## src/rtl/sequence_check.sv

```systemverilog
`timescale 1ns/1ps
// Checks a player-entered button sequence against a pattern held in external memory.
// It compares one press per entry and reports pass, fail or timeout with the index of the offending entry.
module sequence_check #(
  parameter int BTN_W       = 3,
  parameter int MAX_LEN     = 16,
  parameter int LEN_W       = $clog2(MAX_LEN + 1),
  parameter int IDX_W       = $clog2(MAX_LEN),
  parameter int TIMEOUT_CYC = 1000,
  parameter int TO_W        = $clog2(TIMEOUT_CYC)
) (
  input  logic             clk,
  input  logic             rst,
  input  logic             start,
  input  logic             abort,
  input  logic [LEN_W-1:0] len,
  input  logic [BTN_W-1:0] click,
  input  logic [BTN_W-1:0] seq_val,
  output logic [IDX_W-1:0] seq_addr,
  output logic             busy,
  output logic             done,
  output logic             pass,
  output logic             fail,
  output logic             timeout,
  output logic [IDX_W-1:0] err_idx
);

  typedef enum logic [1:0] {IDLE, FETCH, WAIT, DONE} state_t;

  state_t           state, state_next;
  logic [LEN_W-1:0] len_q, len_next;
  logic [IDX_W-1:0] idx, idx_next;
  logic [TO_W-1:0]  timer, timer_next;
  logic [BTN_W-1:0] expected, expected_next;
  logic [BTN_W-1:0] click_prev;
  logic             pass_next, fail_next, timeout_next;
  logic [IDX_W-1:0] err_next;
  logic             press, len_ok, last_entry, expired;

  // A press is a release-to-nonzero edge, so a held or switched button never counts twice.
  assign press      = (click_prev == '0) && (click != '0);
  assign len_ok     = (len != '0) && (len <= LEN_W'(MAX_LEN));
  assign last_entry = (LEN_W'(idx) == (len_q - LEN_W'(1)));
  assign expired    = (timer == TO_W'(TIMEOUT_CYC - 1));

  assign seq_addr = idx;
  assign busy     = (state != IDLE);
  assign done     = (state == DONE);

  always_ff @(posedge clk or negedge rst) begin
    if (!rst) begin
      state      <= IDLE;
      len_q      <= '0;
      idx        <= '0;
      timer      <= '0;
      expected   <= '0;
      click_prev <= '0;
      pass       <= 1'b0;
      fail       <= 1'b0;
      timeout    <= 1'b0;
      err_idx    <= '0;
    end else begin
      state      <= state_next;
      len_q      <= len_next;
      idx        <= idx_next;
      timer      <= timer_next;
      expected   <= expected_next;
      click_prev <= click;
      pass       <= pass_next;
      fail       <= fail_next;
      timeout    <= timeout_next;
      err_idx    <= err_next;
    end
  end

  always_comb begin
    state_next    = state;
    len_next      = len_q;
    idx_next      = idx;
    timer_next    = timer;
    expected_next = expected;
    pass_next     = pass;
    fail_next     = fail;
    timeout_next  = timeout;
    err_next      = err_idx;

    case (state)
      IDLE: begin
        if (start) begin
          pass_next    = 1'b0;
          fail_next    = 1'b0;
          timeout_next = 1'b0;
          err_next     = '0;
          idx_next     = '0;
          if (len_ok) begin
            len_next   = len;
            state_next = FETCH;
          end else begin
            fail_next  = 1'b1;
            state_next = DONE;
          end
        end
      end
      FETCH: begin
        if (abort) begin
          state_next = IDLE;
        end else begin
          expected_next = seq_val;
          timer_next    = '0;
          state_next    = WAIT;
        end
      end
      WAIT: begin
        // Abort beats a press, and a press beats expiry on the same cycle.
        if (abort) begin
          state_next = IDLE;
        end else if (press) begin
          if (click == expected) begin
            if (last_entry) begin
              pass_next  = 1'b1;
              state_next = DONE;
            end else begin
              idx_next   = idx + IDX_W'(1);
              state_next = FETCH;
            end
          end else begin
            fail_next  = 1'b1;
            err_next   = idx;
            state_next = DONE;
          end
        end else if (expired) begin
          timeout_next = 1'b1;
          err_next     = idx;
          state_next   = DONE;
        end else begin
          timer_next = timer + TO_W'(1);
        end
      end
      DONE: begin
        state_next = IDLE;
      end
      default: begin
        state_next = IDLE;
      end
    endcase
  end

endmodule

```

## config.mk

```make
export PLATFORM = sky130hd
export DESIGN_NAME = sequence_check
export DESIGN_NICKNAME = d
export VERILOG_FILES = /design/src/rtl/sequence_check.sv
export SDC_FILE = /design/constraint.sdc
export NUM_CORES = 1
export LEC_CHECK = 0
export ABC_AREA = 1
export CAP_MARGIN = 15
export CORE_MARGIN = 2
export CORE_UTILIZATION = 54
export DETAILED_ROUTE_END_ITERATION = 8
export PLACE_DENSITY = 0.79
export SYNTH_ARGS = -nofsm -noshare
export SYNTH_HDL_FRONTEND = slang
export SYNTH_SLANG_ARGS = --single-unit
```

## constraint.sdc

```tcl
create_clock -name clk -period 2.1 [get_ports clk]
set_input_delay 0.63 -clock clk [delete_from_list [all_inputs] [get_ports clk]]
set_output_delay 0.63 -clock clk [all_outputs]
set_load 0.02 [all_outputs]
```

* Word-level counts from Yosys, hierarchy flattened
Cells that the tools add are included.
** Operators by class
- $add $sub $neg :: 3
- Multiply operators :: 0
- Divide/modulo/power cells :: 0
- Order comparisons :: 1
- Eq/ne operators :: 20
- Shift operators :: 0
- Mux-type cells :: 41
- Bitwise logic cells :: 1
- Reduce and logical (&&, ||, !) cells :: 18
** Operators by type and width (number)
- 10-bit two-way mux :: 4
- 4-bit two-way mux :: 9
- 2-bit != test, second input constant :: 11
- 10-bit one-hot mux with 2 select lines :: 1
- 5-bit AND reduction :: 4
- 2-bit two-way mux :: 8
- 4-bit one-hot mux with 2 select lines :: 2
- 1-bit two-way mux :: 13
- 6-bit AND reduction :: 2
- 10-bit by 1-bit adder with 10-bit output, second input constant :: 1
- 10-bit == test, second input constant :: 1
- 2-bit one-hot mux with 4 select lines :: 1
- 3-bit != test, second input constant :: 2
- 1-bit one-hot mux with 2 select lines :: 3
- 2-bit nonzero test :: 3
- 4-bit by 5-bit == test with 1-bit output :: 1
- 5-bit <= comparator, second input constant :: 1
- 5-bit nonzero test :: 1
- 5-bit by 1-bit subtractor with 5-bit output, second input constant :: 1
- 4-bit by 1-bit adder with 4-bit output, second input constant :: 1
- 2-bit == test, second input constant :: 2
- 4-bit != test, second input constant :: 1
- 2-bit AND reduction :: 2
- 3-bit == test :: 1
- other kinds (7) :: 8
** Word-level totals
- Flip-flop bits (word level) :: 34
- Bits in latches :: 0
- Memory bits (writable) :: 0
- Bits in read-only memories :: 0
- Output and inout port bits :: 13
- Word-level logic and storage cells :: 94
- Memories kept :: 0

* Longest topological paths before layout
- Word-level depth :: 7
- Gate-level depth with buffers :: 12

* Worst setup path before layout
OpenSTA, ideal clock, no wires.
- Path type :: input-to-reg
- From :: in click[0]
- To :: reg idx[0], in the netlist seq_addr[0]
- Arrival time :: 1.414 ns
- Required time :: 1.983 ns
- Slack :: 0.568 ns
- Cell stages on the path :: 9
- Cell sequence :: nor2_1 nand2_1 nand3_1 inv_1 o21a_4 nand3_4 nand2_4 nand2_1 nand2_1
** Between the ends
- Word-level cells in the longest chain between the ends :: 4
- Elaborated cells between the ends (all ways) :: 6
- Those cells by class :: eq/ne: 3; reduce/logical: 3
** RTL lines
- from (decl) :: RTL line 17 : input logic [BTN_W-1:0] click,
- 3-bit nonzero test :: RTL line 41 : assign press = (click_prev == '0) && (click != '0);
- 1-bit logical AND :: RTL line 41
- 2-bit != test (no source line)
- 6-bit AND reduction (no source line) *
- to (signal assigned) :: RTL line 65 : idx <= idx_next;
- to (decl) :: RTL line 32 : logic [IDX_W-1:0] idx, idx_next;
Mark *: on every way between the ends. The rest lies on a longest branch, timed or not.
A chain may end at the register's enable or synchronous reset.

* Worst setup path in the final report
- From :: reg state[1]
- To :: out busy
** Between the ends
- Word-level cells in the longest chain between the ends :: 1
** RTL lines
- from (decl) :: RTL line 30 : state_t state, state_next;
- from (signal assigned) :: RTL line 63 : state <= state_next;
- 2-bit nonzero test :: RTL line 47 : assign busy = (state != IDLE);
- to (decl) :: RTL line 20 : output logic busy,
No other way between the ends.

==> summary.md <==
| Metric | Value |
|---|---|
| Status | `finished clean` |
| Final hold violations | `0` |
| DRT Wirelength | `3960 µm` |
| Clock Tree Root | `clkbuf_4` |
| Hold slack | `about 0.5 ns` |
| Ports | `28` |
| Post-CTS sizing | `6` |
| Cts hold-fix bufs | `0` |
| Final worst path period need | `1.97 ns` |
| EDFF count, synth | `0` |
| Arr. time, crit path | `1.34 ns` |
| RePlAce Congestion | `0.821` |
| Mean Syn Cell Area | `7.38 µm²` |
| Fin. max-slew vios | `0` |
| Vias in the first global route | `1599` |
| Switching Power | `1.16 mW` |
| Ys async rst share | `1.00` |
| Critical path required time | `1.47 ns` |
| Syn Std Cell Area | `0.00193 mm²` |
| CP startpoint kind | `register` |
| Clk slew on worst S/H paths | `0.11 ns` |
| Clk pwr share | `0.144` |
| Sw Share | `0.438` |
| Slew HR | `0.711` |
| Fmax | `507 MHz` |
| Initial Util | `0.570` |
| Sequential-to-total area share from yosys stat | `0.440` |
| Post-Syn Instances | `around 260` |
| # Post-CTS Setup Buffers | `0` |
| Combinational share of power | `0.488` |
| Clock skew | `0.00937 ns` |
| Die H | `63.8 µm` |
| Slowest cell on the critical path | `dfrtp_1` |
| # rows | `21` |
| Global-route wire length before repair | `7080 µm` |
| All-layer global routing usage | `0.224` |
| Sequential share of power | `0.369` |
| Largest net degree at the start of global routing | `35` |
| Yosys cell types | `26` |
| Die area | `slightly above 0.004 mm²` |
| CP Buf/Inv Count | `2` |
| Pwr Density | `around 1100 mW/mm²` |
| Yosys top cell area share | `0.440` |
| DRC | `0` |
| Total CTS buffers | `5` |
| Critical path endpoint category | `primary output` |
| Htree depth | `2` |
| Flop and latch count out of synthesis | `34` |
| Crit-path leading delay family | `flip-flops` |
| GRT overflow | `0` |
| Synth Flop Type | `dfrtp_1` |
| Syn. warnings | `0` |
| Worst setup margin | `0.127 ns` |
| Vias/cell | `5.00` |
| Share of cells above drive strength 1 | `0.113` |
| Crit path max fanout | `4` |
| Worst Max-Slew Pin Slew | `0.433 ns` |
| First-pass DRT Iterations | `5` |
| Core area | `0.00339 mm²` |
| Syn nets | `280` |
| Min-Delay Path Class | `reg -> reg` |
| Final net count | `approximately 320` |
| Count leader, synth | `nand2_1` |
| Place WS | `-0.0449 ns` |
| P&R area growth vs syn | `22.3%` |
| Clock Sinks | `34` |
| IO buf count | `27` |
| Worst skew pair latency | `about 0.34 ns` |
| CTS tree | `yes` |
| CP max stage delay | `0.44 ns` |
| Worst ir drop on vdd | `0.000978 V` |
| Post-detail-place hpwl | `2930 µm` |
| Clock Tree Buf Depth | `2` |
| Vias | `1739` |
| Routed len/inst | `11.4 µm` |
| Die span in x | `63.8 µm` |
| Initial antenna violation count | `0` |
| Synth cell count leaders | `82 x nand2_1, 34 x dfrtp_1, 31 x nor2_1, 29 x nand3_1, 27 x inv_1` |
| Top cells by area, synth | `dfrtp_1 44%, nand2_1 16%, nand3_1 7.5%` |
| RSZ-0062 raised after global routing | `no` |
| Ant diodes | `0` |
| Critical Setup Path Class | `reg -> out` |
| Lkg Pwr | `1.19 nW` |
| Total Power | `~2.7 mW` |
| Final count of negative-setup-slack endpoints | `0` |
| Yosys top cell by area | `dfrtp_1` |
| Power Internal | `1.49 mW` |
| Max-cap violations | `0` |
| Worst path cell trace | `nor2_2 > inv_2 > dlygate4sd2_1` |
| Final cycle utilization of the critical path | `0.939` |
| Initial drt markers | `64` |
| Antenna-violating nets left | `0` |
-- tightest hold or removal path, cell delays in order (launching register included) --
cell and delay (ns):
dfrtp_1 0.36, nand2_1 0.05, o21ai_1 0.06
-- sequential cells by signal, summed over array words and instances (netlist names) --
name	count
click_prev	3
expected	3
pass	1
timeout	1
err_idx	4
seq_addr	4
state	2
fail	1
len_q	5
timer	10
-- layout make-up --
class                      instances  area, µm²
clock buffer                       7       55.1
clock inverter                     1       5.00
fill                             298       1030
inverter                          32        120
multi-input combinational        192        937
sequential                        34        853
tap                               46       57.6
timing repair buffer              36        335
-- power by group through the flow --
stage / combinational (mW) / clock [mW] / sequential (mW)
floorplan: 0.865 / 0 / 1.02
global placement: 1.29 / 0 / 0.989
detailed placement: 1.32 / 0 / 0.994
CTS: 1.31 / 0.396 / 0.982
global route: 1.47 / 0.420 / 1.01
finish: 1.30 / 0.382 / 0.979
-- cell families after synthesis --
group | synth area share
AO/OA/AOI/OAI | 0.0628
flip-flops | 0.440
adder cells (fa/ha/maj) | 0.0194
buffers and inverters | 0.0751
XOR/XNOR | 0.0362
AND/OR/NAND/NOR | 0.366
-- per-stage QoR --
step	cells	area [µm²]	utilization	TNS (ns)
2_1_floorplan	262	1930	-	0
3_3_place_gp	340	2300	0.680	0
3_5_place_dp	340	2300	0.680	-0.265
4_1_cts	348	2360	0.697	0
5_1_grt	348	2360	0.697	0
6_report	348	2360	0.697	0
-- layout by cell type, fill, tap and decap left out, types with 4 or more instances in the layout --
| cell type | synthesis | final |
|---|---|---|
| a21oi_1 | 7 | 7 |
| xnor2_1 | 4 | 4 |
| inv_2 | 5 | 5 |
| o21ai_1 | 7 | 7 |
| buf_4 | 0 | 9 |
| dfrtp_1 | 34 | 32 |
| nor2_1 | 31 | 31 |
| dlygate4sd2_1 | 0 | 4 |
| xor2_1 | 4 | 4 |
| nand2_1 | 82 | 82 |
| inv_1 | 27 | 27 |
| nand4_1 | 4 | 4 |
| o21ai_0 | 6 | 6 |
| clkbuf_4 | 0 | 5 |
| clkdlybuf4s50_1 | 0 | 22 |
| nand3_1 | 29 | 29 |
-- metal layers --
layer  global-route usage  vias up  share of wire
li1                     -      907              -
met1                0.276      791           0.46
met2                0.378       32           0.49
met5                    0        -              0
met4               0.0951        0          0.020
met3               0.0493        9          0.035
-- final timing paths --
kind                                        startpoint                      end  slack, ns  cells after the start
worst max-delay path              state[1]$_DFFE_PN0P_                     busy       0.13                      3
worst min-delay path            err_idx[3]$_DFFE_PN0P_   err_idx[3]$_DFFE_PN0P_       0.50                      2
worst max register to register    len_q[0]$_DFFE_PN0P_  seq_addr[0]$_DFFE_PN0P_       0.41                     12
worst min register to register  err_idx[3]$_DFFE_PN0P_   err_idx[3]$_DFFE_PN0P_       0.50                      2
max in group asynchronous                          rst     state[0]$_DFFE_PN0P_       1.08                      2
min in group asynchronous                          rst     len_q[1]$_DFFE_PN0P_       0.67                      2
No activity file was read; power rests on OpenSTA's default activity.
